==> src/rtl/cordic_job_sequencer.sv <==
// rtl/cordic_job_sequencer.sv - chunked angle in, one CORDIC start/wait, chunked cos/sin out
// Optional quadrant folding: define CORDIC_SEQ_QUADRANT_EN.
module cordic_job_sequencer #(
   parameter int ANGLE_W     = 16,
   parameter int RES_W       = 16,
   parameter int CHUNK_W     = 8,
   parameter int TIMEOUT_CYC = 64
) (
   input  logic               clk,
   input  logic               rst,
   input  logic [CHUNK_W-1:0] in_data,
   input  logic               in_valid,
   input  logic               in_mode,
   output logic [CHUNK_W-1:0] out_data,
   output logic               out_valid,
   input  logic               out_ready,
   output logic               busy,
   output logic               err,
   output logic [ANGLE_W-1:0] core_angle,
   output logic               core_mode,
   output logic               core_start,
   input  logic               core_done,
   input  logic [RES_W-1:0]   core_cos,
   input  logic [RES_W-1:0]   core_sin
);

   localparam int NIN  = ANGLE_W / CHUNK_W;
   localparam int NOUT = 2 * RES_W / CHUNK_W;
   localparam int CIW  = (NIN > 1) ? $clog2(NIN) : 1;
   localparam int COW  = $clog2(NOUT);
   localparam int TW   = $clog2(TIMEOUT_CYC);

   typedef enum logic [2:0] {S_IDLE, S_LOAD, S_START, S_WAIT, S_EMIT} state_t;

   state_t             state, state_nxt;
   logic [ANGLE_W-1:0] angle_sh, angle_ins, angle_core;
   logic               mode_reg, mode_first;
   logic [CIW-1:0]     chunk_cnt, chunk_idx;
   logic [TW-1:0]      tmo_cnt;
   logic [COW-1:0]     out_cnt;
   logic [RES_W-1:0]   cos_reg, sin_reg, cap_cos, cap_sin;
   logic [2*RES_W-1:0] res_word;
   logic               accept, last_in, last_out, tmo_last;

   assign accept    = in_valid && (state == S_IDLE || state == S_LOAD);
   assign chunk_idx = (state == S_IDLE) ? '0 : chunk_cnt;
   assign last_in   = (chunk_idx == CIW'(NIN - 1));
   assign last_out  = (out_cnt == COW'(NOUT - 1));
   assign tmo_last  = (tmo_cnt == TW'(TIMEOUT_CYC - 1));
   assign mode_first = (state == S_IDLE) ? in_mode : mode_reg;
   assign res_word  = {sin_reg, cos_reg};

   always_comb begin
      angle_ins = angle_sh;
      angle_ins[chunk_idx*CHUNK_W +: CHUNK_W] = in_data;
   end

`ifdef CORDIC_SEQ_QUADRANT_EN
   // Two's-complement negate with the most-negative value clamped to most-positive.
   function automatic logic [RES_W-1:0] sat_neg(input logic [RES_W-1:0] v);
      if (v == {1'b1, {(RES_W-1){1'b0}}})
         return {1'b0, {(RES_W-1){1'b1}}};
      return -v;
   endfunction

   assign angle_core = {2'b00, angle_ins[ANGLE_W-3:0]};

   // angle_sh still holds the full job angle while waiting, so its quadrant bits drive the fold-back.
   always_comb begin
      cap_cos = core_cos;
      cap_sin = core_sin;
      case (angle_sh[ANGLE_W-1 -: 2])
         2'd1: begin cap_cos = sat_neg(core_sin); cap_sin = core_cos;          end
         2'd2: begin cap_cos = sat_neg(core_cos); cap_sin = sat_neg(core_sin); end
         2'd3: begin cap_cos = core_sin;          cap_sin = sat_neg(core_cos); end
         default: ;
      endcase
   end
`else
   assign angle_core = angle_ins;

   always_comb begin
      cap_cos = core_cos;
      cap_sin = core_sin;
   end
`endif

   always_ff @(posedge clk or posedge rst) begin
      if (rst)
         state <= S_IDLE;
      else
         state <= state_nxt;
   end

   always_comb begin
      state_nxt = state;
      case (state)
         S_IDLE, S_LOAD: if (in_valid) state_nxt = last_in ? S_START : S_LOAD;
         S_START:        state_nxt = S_WAIT;
         S_WAIT: begin
            if (core_done)
               state_nxt = S_EMIT;
            else if (tmo_last)
               state_nxt = S_IDLE;
         end
         S_EMIT:         if (out_ready && last_out) state_nxt = S_IDLE;
         default:        state_nxt = S_IDLE;
      endcase
   end

   always_comb begin
      core_start = (state == S_START);
      busy       = (state == S_START) || (state == S_WAIT) || (state == S_EMIT);
      out_valid  = (state == S_EMIT);
      out_data   = '0;
      if (state == S_EMIT)
         out_data = res_word[out_cnt*CHUNK_W +: CHUNK_W];
   end

   always_ff @(posedge clk or posedge rst) begin
      if (rst) begin
         angle_sh   <= '0;
         mode_reg   <= 1'b0;
         chunk_cnt  <= '0;
         tmo_cnt    <= '0;
         out_cnt    <= '0;
         cos_reg    <= '0;
         sin_reg    <= '0;
         err        <= 1'b0;
         core_angle <= '0;
         core_mode  <= 1'b0;
      end else begin
         if (accept) begin
            angle_sh  <= angle_ins;
            chunk_cnt <= last_in ? '0 : chunk_idx + CIW'(1);
            if (state == S_IDLE) begin
               mode_reg <= in_mode;
               err      <= 1'b0;
            end
            // Core-side angle only moves once a complete job angle is known.
            if (last_in) begin
               core_angle <= angle_core;
               core_mode  <= mode_first;
            end
         end
         if (state == S_START) begin
            tmo_cnt <= '0;
            out_cnt <= '0;
         end
         if (state == S_WAIT) begin
            tmo_cnt <= tmo_cnt + TW'(1);
            if (core_done) begin
               cos_reg <= cap_cos;
               sin_reg <= cap_sin;
            end else if (tmo_last) begin
               err <= 1'b1;
            end
         end
         if (state == S_EMIT && out_ready)
            out_cnt <= last_out ? '0 : out_cnt + COW'(1);
      end
   end

endmodule

==> config.mk <==
export PLATFORM = sky130hd
export DESIGN_NAME = cordic_job_sequencer
export DESIGN_NICKNAME = d
export VERILOG_FILES = /design/src/rtl/cordic_job_sequencer.sv
export SDC_FILE = /design/constraint.sdc
export NUM_CORES = 1
export LEC_CHECK = 0
export CAP_MARGIN = 10
export CORE_MARGIN = 2
export CORE_UTILIZATION = 40
export DETAILED_ROUTE_END_ITERATION = 8
export PLACE_DENSITY = 0.77
export SETUP_SLACK_MARGIN = 0.5
export SLEW_MARGIN = 20
export SYNTH_ARGS = -nofsm -noshare
export SYNTH_HDL_FRONTEND = slang
export SYNTH_SLANG_ARGS = --single-unit
==> constraint.sdc <==
create_clock -name clk -period 2.5 [get_ports clk]
set_clock_uncertainty 0.05 [all_clocks]
set_input_delay 0.25 -clock clk [delete_from_list [all_inputs] [get_ports clk]]
set_output_delay 0.25 -clock clk [all_outputs]
set_load 0.005 [all_outputs]
# Word level (Yosys, flattened, before mapping)

Cells that the tools add are included.

Word-level logic and storage cells: 61
Output and inout bits: 29
Input bits: 46
Register bits: 79

Reductions and logical operators: 13
Shift operators: 3
Equal/unequal tests: 9
Add/subtract/negate cells: 4
Mux-type cells: 21

Operators by type and width:

| kind                    | number |
|---|---|
| $neg 4->34              | 1 |
| $shift 8x34->16 const A | 1 |
| $shiftx 8x34->16        | 1 |
| $shiftx 32x6->8         | 1 |
| $bwmux 16               | 1 |
| $mux 3                  | 4 |
| $mux 6                  | 2 |
| $pmux 3 s4              | 1 |
| $mux 1                  | 8 |
| $mux 2                  | 4 |
| $mux 8                  | 1 |
| $add 6x1->6 const B     | 1 |
| $eq 3x2->1 const B      | 2 |
| $eq 6x6->1 const B      | 1 |
| $reduce_and 2->1        | 2 |
| $reduce_bool 2->1       | 2 |
| $eq 3x1->1 const B      | 1 |
| $eq 3x3->1 const B      | 1 |
| $logic_and 1x1->1       | 3 |
| $logic_not 3->1         | 1 |
| $logic_or 1x1->1        | 3 |
| $ne 3x3->1 const B      | 1 |
| $reduce_and 3->1        | 1 |
| $add 2x1->2 const B     | 1 |
| 5 further kinds         | 5 |

# Longest topological paths before layout

Gate-level depths: netlist of the first run.

Depth in word-level cells: 7
Mapped depth: 5
Mapped depth without buffers: 4

# Worst setup path after synthesis of the first run

No wires, ideal clock.

Path kind: flip-flop to flip-flop
From: register state[2]
To: register angle_sh[0]
Data required time: 2.325 ns
Stages on the path, launching flop included: 6
Data arrival time: 1.469 ns
Library setup time: 0.125 ns
Path slack: 0.856 ns
Clock period less this slack: 1.644 ns
Path buffers: 2
Cell sequence: dfrtp_1 -> buf_6 -> or3b_4 -> a21o_1 -> buf_6 -> mux2_4

Longest elaborated chain between the ends: 5
Elaborated cells between the ends (all ways): 9
Classes of those cells: add/sub (1); eq/ne (1); shift (2); mux (2); reduce/logical (3)

RTL lines:

| item                                                | RTL line | RTL |
|---|---|---|
| start: declaration                                  | 35       | `state_t state, state_nxt;` |
| start signal: assignment                            | 92       | `state <= state_nxt;` |
| $logic_not 3->1                                     | 45, 46   |  |
| $mux 1                                              | 46       | `assign chunk_idx = (state == S_IDLE) ? '0 : chunk_cnt;` |
| $neg 4->34                                          | 55       | `angle_ins[chunk_idx*CHUNK_W +: CHUNK_W] = in_data;` |
| $shiftx 8x34->16 or $shift 8x34->16 (tied branches) | 55       |  |
| $bwmux 16                                           | 55       |  |
| end signal: assignment                              | 134      | `angle_sh <= angle_ins;` |
| end: declaration                                    | 36       | `logic [ANGLE_W-1:0] angle_sh, angle_ins, angle_core;` |

Parallel ways exist; a longest one is shown, timed or not.
A chain may end at the register's enable or synchronous reset.

# Final worst setup path of the first run

From: register out_cnt[0]
To: output port out_data[1]

Longest elaborated chain between the ends: 2

RTL lines:

| item                     | RTL line | RTL |
|---|---|---|
| start: declaration       | 40       | `logic [COW-1:0] out_cnt;` |
| start signal: assignment | 160      | `out_cnt <= last_out ? '0 : out_cnt + COW'(1);` |
| $shiftx 32x6->8          | 117      | `out_data = res_word[out_cnt*CHUNK_W +: CHUNK_W];` |
| $mux 8                   | 116      | `if (state == S_EMIT)` |
| end: declaration         | 14       | `output logic [CHUNK_W-1:0] out_data,` |

No other way between the ends.

==> impl_metrics.env, run 1 <==
export IMPL_grt_pass1_vias=2237
export IMPL_share_of_synthesized_flip_flops_with_an_asynchronous_set_or_reset_pct=100.0
export IMPL_postSynthCellCount=227
export IMPL_i_o_pin_count=75
export IMPL_yosysTopAreaCell="dfrtp_1"
export IMPL_power_density_nw_per_um2=1160
export IMPL_hold_viol_final=0
export IMPL_clk_root_buffer_cell="clkbuf_8"
export IMPL_routabilityCongestion=0.7891
export IMPL_die_w_um=93.26
export IMPL_grt_setup_unrepaired="true"
export IMPL_worstSetupEndpointType="output port"
export IMPL_timing_max_cap_violations=0
export IMPL_switching_share_pct=29.33
export IMPL_filler_cell_count=641
export IMPL_setup_viol=0
export IMPL_largest_net_degree_at_the_start_of_global_routing=42
export IMPL_clk_path_buf_depth=2
export IMPL_timing_slew_headroom_pct=66.04
export IMPL_slew_violations=0
export IMPL_fin_area_um2=4388
export IMPL_power_static_leakage_uw=0.001961
export IMPL_detail_route_iter0_violations=122
export IMPL_drt_vias_per_instance=4.937
export IMPL_crit_fanout=3
export IMPL_overflow=0
export IMPL_cts_buffers_inserted=9
export IMPL_net_switching_component_of_the_power_uw=1493
export IMPL_vdd_drop_max_v=0.0005720
export IMPL_die_h_um=93.26
export IMPL_outcome="complete, no violations"
export IMPL_post_drt_wl_per_cell_um=15.40
export IMPL_num_rows=32
export IMPL_synth_warning_count=0
export IMPL_maximum_clock_frequency_mhz=484.4
export IMPL_synth_enable_flop_cells=0
export IMPL_synthToLayoutAreaGrowth_pct=37.69
export IMPL_synth_cell_type_count=37
export IMPL_synth_top_cell_area_share_pct=55.75
export IMPL_post_layout_total_power_uw=5092
export IMPL_port_buffer_count=74
export IMPL_min_path_type="input pin to async pin"
export IMPL_tritoncts="built"
export IMPL_antenna_violations_before_repair=0
export IMPL_period_needed_ps=2065
export IMPL_postSynth_topFlopCell="dfrtp_1"
export IMPL_gr_usage_all_layers_pct=16.07
export IMPL_placed_area_um2=4018
export IMPL_worst_ep_required_time_ps=2200
export IMPL_finalCritPeriodShare_pct=82.58
export IMPL_postRouteWirelength_um=6560
export IMPL_route_vias_total=2103
export IMPL_postSynthNetCount=275
export IMPL_synth_cells_most_frequent="dfrtp_1 (71), mux2_2 (51), nand2_1 (11)"
export IMPL_synthTopCellsByArea="dfrtp_1 (56%), mux2_2 (18%), mux4_2 (5.7%), mux2_4 (3.8%), and2_1 (1.6%)"
export IMPL_clock_insertion_delay_worst_skew_ps=330
export IMPL_floorplan_initialDensity_pct=41.24
export IMPL_wire_length_of_the_first_global_routing_pass_um=10780
export IMPL_antennaDiodeCount=0
export IMPL_yosys_cell_count_top_type="dfrtp_1"
export IMPL_htreeDepth=3
export IMPL_finalHoldWorstSlack_ps=329.9
export IMPL_power_clock_fraction_pct=19.0
export IMPL_post_synth_instance_area_um2=3187
export IMPL_critPathKind="register to output port"
export IMPL_timing_worst_slew_pin_value_ps=509.4
export IMPL_setup_tns_final_ps=0
export IMPL_design_die_area_um2=8697
export IMPL_core_area_um2=7727
export IMPL_power_report_internal_total_uw=3599
export IMPL_critPathLaunchType="register"
export IMPL_fin_nets=367
export IMPL_syn_avg_cell_area_um2=14.04
export IMPL_postSynthRegisterBits=71
export IMPL_clock_sink_count=71
export IMPL_cts_reportedPaths_clkPinSlew_ps=80
export IMPL_combPwrFrac_pct=40.8
export IMPL_detailed_placer_s_ending_hpwl_um=4476
export IMPL_drt_pre_antenna_iters=4
export IMPL_drtAntennaViolNets=0
export IMPL_drcViolationCount=0
export IMPL_layout_core_utilization_pct=56.78
export IMPL_worst_ep_arrival_time_ps=1760
export IMPL_power_sequential_fraction_pct=40.2
export IMPL_drive_above_1_share_pct=38.58
export IMPL_ys_seq_area_share_pct=55.75
critical path, stage by stage, from the launching register on:
cell and delay [ps]:
dfrtp_4 500, buf_6 140, buf_4 130, mux4_2 390
and2_1 140, buf_2 120
kinds of logic after synthesis:
logic type               Yosys count  synth area share, %
adder cells (fa/ha/maj)            2               0.7851
multiplexers                      68                27.76
flip-flops                        71                55.75
AND/OR/NAND/NOR                   44                7.617
buffers and inverters             20                3.298
AO/OA/AOI/OAI                     22                4.790
repair_timing:
item	in CTS	in global routing
hold buffers	0	0
pin swaps	7	3
setup buffers	12	4
setup endpoints to repair	11	41
resized for setup	42	11
path summary, 6_finish.rpt:
path	startpoint	to	slack [ps]	cells past startpoint
min in group clk	core_angle[12]$_DFFE_PP0P_	core_angle[12]$_DFFE_PP0P_	460	1
worst min-delay path	rst	sin_reg[2]$_DFFE_PP0P_	330	3
max in group asynchronous	rst	state[2]$_DFFE_PP0P_	1630	3
worst min register to register	core_angle[12]$_DFFE_PP0P_	core_angle[12]$_DFFE_PP0P_	460	1
worst max register to register	out_cnt[0]$_DFFE_PP0P_	state[0]$_DFFE_PP0P_	510	7
worst max-delay path	out_cnt[0]$_DFFE_PP0P_	out_data[1]	440	5
layer usage:
layer  vias up  wire length, µm  track usage, %  part of all wire [%]
li1        998                -               -                     -
met4         0               57           4.289                  0.87
met5         -                0               0                     0
met3         7              275           4.512                   4.2
met1      1049             2743           19.94                    42
met2        49             3484           27.58                    53
power groups by stage:
stage / clock network [µW] / logic [µW] / registers [µW]
5_1_grt: 1050 / 2260 / 2130
6_report: 965 / 2080 / 2050
2_1_floorplan: 0 / 1320 / 1940
3_3_place_gp: 0 / 1740 / 2080
3_5_place_dp: 0 / 1800 / 2110
4_1_cts: 999 / 2010 / 2040
cells in the final DEF, fill, tap and decap left out, types with 2 or more instances in the layout:
master and instances:
and2_4 2, ha_1 2, and3_1 3, nand2_1 11, nor2_1 6, buf_6 7, clkbuf_8 10, mux2_2 51
nor2b_1 3, inv_6 3, buf_2 6, and2_1 6, a32oi_1 2, clkinvlp_4 2, inv_1 4, buf_4 15
nand3_1 5, a21o_1 2, dfrtp_1 67, a21oi_1 3, clkdlybuf4s50_1 64, a31oi_1 2, mux2_4 8, o22ai_1 2
mux4_2 8, o21ai_0 4, dfrtp_2 3
final cells by class:
cell class                      instances  area (µm²)  area share (%)
Clock buffer                           10       137.6           3.137
Clock inverter                          6       75.07           1.711
Multi-Input combinational cell        136        1333           30.37
Inverter                                5       22.52          0.5133
Tap cell                              102       127.6           2.908
Timing Repair Buffer                   96       908.4           20.70
Sequential cell                        71        1784           40.66
metrics by stage:
step           worst slack (ps)  std cells
3_5_place_dp              242.1        394
4_1_cts                   406.4        422
6_report                  435.4        426
2_1_floorplan             856.1        227
3_3_place_gp              273.5        394
5_1_grt                   378.3        426
Note: power is estimated with default switching activity, not from simulation.
==> inputs of run 2 (changes only) <==
Settings changed: PLACE_DENSITY 0.77 to 0.8.
Clock period 2.5 ns to 1.72 ns, I/O delays scaled along.
==> impl_metrics.env, run 2 (synthesis gave the netlist of run 1 again) <==
export IMPL_outcome="complete, but fails checks"
export IMPL_failed_checks="negative setup slack"
export IMPL_timing_worst_slew_pin_value_ps=853.0
export IMPL_antennaDiodeCount=0
export IMPL_die_w_um=93.26
export IMPL_power_static_leakage_uw=0.002414
export IMPL_vdd_drop_max_v=0.001007
export IMPL_cts_hold_buffers_added=0
export IMPL_gr_usage_all_layers_pct=19.39
export IMPL_crit_fanout=4
export IMPL_finalNonFillerCells=465
export IMPL_cp_num_buf_inv=3
export IMPL_design_die_area_um2=8697
export IMPL_multiInputGateArea_um2=1685
export IMPL_regArea_um2=1779
export IMPL_slew_violations=0
export IMPL_floorplan_initialDensity_pct=41.24
export IMPL_tritoncts="built"
export IMPL_clk_root_buffer_cell="clkbuf_8"
export IMPL_post_layout_total_power_uw=8945
export IMPL_largest_net_degree_at_the_start_of_global_routing=72
export IMPL_die_h_um=93.26
export IMPL_final_setup_worst_slack_ps=-239.1
export IMPL_routabilityCongestion=0.7712
export IMPL_antenna_violations_before_repair=0
export IMPL_fin_nets=406
export IMPL_finalCritPeriodShare_pct=113.9
export IMPL_overflow=0
export IMPL_cpMostUsedCell="buf_6"
export IMPL_worstSetupEndpointType="output port"
export IMPL_hold_viol_final=0
export IMPL_num_rows=32
export IMPL_postRouteWirelength_um=8241
export IMPL_clock_insertion_delay_worst_skew_ps=340
export IMPL_drtAntennaViolNets=0
export IMPL_placed_area_um2=4172
export IMPL_grt_setup_unrepaired="true"
export IMPL_largest_stage_delay_on_the_critical_path_ps=470
export IMPL_drive_above_1_share_pct=55.10
export IMPL_timing_max_cap_violations=0
export IMPL_grt_pass1_vias=2536
export IMPL_core_area_um2=7727
export IMPL_cp_top_family="multiplexers"
export IMPL_mostFrequentLayoutCell="dfrtp_1"
export IMPL_htreeDepth=3
export IMPL_port_buffer_count=74
export IMPL_dp_cells=405
export IMPL_drt_vias_per_instance=5.114
export IMPL_drcViolationCount=0
export IMPL_cts_reportedPaths_clkPinSlew_ps=80
export IMPL_clock_sink_count=71
export IMPL_wire_length_of_the_first_global_routing_pass_um=12910
export IMPL_filler_cell_count=491
export IMPL_detail_route_iter0_violations=160
export IMPL_min_path_type="input pin to async pin"
export IMPL_drt_pre_antenna_iters=5
export IMPL_critPathLaunchType="register"
export IMPL_synthToLayoutAreaGrowth_pct=63.92
export IMPL_fin_area_um2=5224
export IMPL_period_needed_ps=1959
export IMPL_post_drt_wl_per_cell_um=17.72
export IMPL_maximum_clock_frequency_mhz=510.4
export IMPL_worst_ep_arrival_time_ps=1740
export IMPL_path_cells="buf_6 -> buf_4 -> mux4_2 -> and2_4 -> buf_6"
export IMPL_ff2ff_setup_slack_ps=-90
export IMPL_i_o_pin_count=75
export IMPL_power_density_nw_per_um2=1712
export IMPL_clk_path_buf_depth=2
export IMPL_critPathKind="register to output port"
export IMPL_worst_ep_required_time_ps=1500
export IMPL_detailed_placer_s_ending_hpwl_um=4501
export IMPL_timing_slew_headroom_pct=43.04
export IMPL_route_vias_total=2378
export IMPL_worst_path_max_delay_cell="mux4_2"
export IMPL_mostFrequentLayoutCells="dfrtp_1 (69), clkdlybuf4s50_1 (44), mux2_4 (37)"
export IMPL_cts_buffers_inserted=9
export IMPL_setup_viol=47
[run 2: timing repair]
action	in CTS	in global routing
pin swaps	16	13
endpoints found under the setup margin	99	91
gates resized for setup	164	39
gates cloned	6	0
buffers inserted	26	12
[run 2: where the power goes]
part / internal [µW] / switching (µW) / total, µW / leakage (µW)
clock: 822 / 674 / 1500 / 0.000110
combinational: 2950 / 1520 / 4470 / 0.00145
sequential: 2470 / 505 / 2980 / 0.000856
[run 2: per-stage QoR]
step                hold slack [ps]  setup WS [ps]  util (%)  setup TNS (ps)
floorplan                     219.1          76.10         -               0
global placement              431.0         -158.3     53.98           -1941
detailed placement            440.7         -192.5     53.98           -2428
CTS                           227.9         -214.8     65.07           -2265
global route                  262.5         -304.8     67.60           -5765
finish                        201.3         -239.1     67.60           -3985
[run 2: worst paths after layout]
check,from,to,cells after the start
max,out_cnt[0]$_DFFE_PP0P_,out_data[0],5
min,rst,angle_sh[2]$_DFFE_PP0N_,3
max reg2reg,state[2]$_DFFE_PP0P_,sin_reg[9]$_DFFE_PP0P_,6
min reg2reg,sin_reg[15]$_DFFE_PP0P_,sin_reg[15]$_DFFE_PP0P_,1
max in group asynchronous,rst,state[1]$_DFFE_PP0P_,3
min in group clk,core_cos[3],cos_reg[3]$_DFFE_PP0P_,2
[run 2: per-layer routing]
| metal | wire [µm] | vias up | GRT usage (%) |
|---|---|---|---|
| met5 | 0 | - | 0 |
| met4 | 249 | 0 | 7.721 |
| met3 | 302 | 18 | 4.512 |
| met2 | 4263 | 72 | 31.95 |
| met1 | 3426 | 1206 | 24.71 |
| li1 | - | 1082 | - |
[run 2: layout make-up]
type                       instances  share of cell area (%)
multi-input combinational        139                   32.26
clock buffer                       9                   2.371
clock inverter                     7                   1.820
tap                              102                   2.443
sequential                        71                   34.06
timing repair buffer             132                   26.61
inverter                           5                  0.4311
[run 2: tightest hold or removal path, stage by stage]
cell and delay (ps):
clkdlybuf4s50_1 440, clkinvlp_4 90, buf_12 310
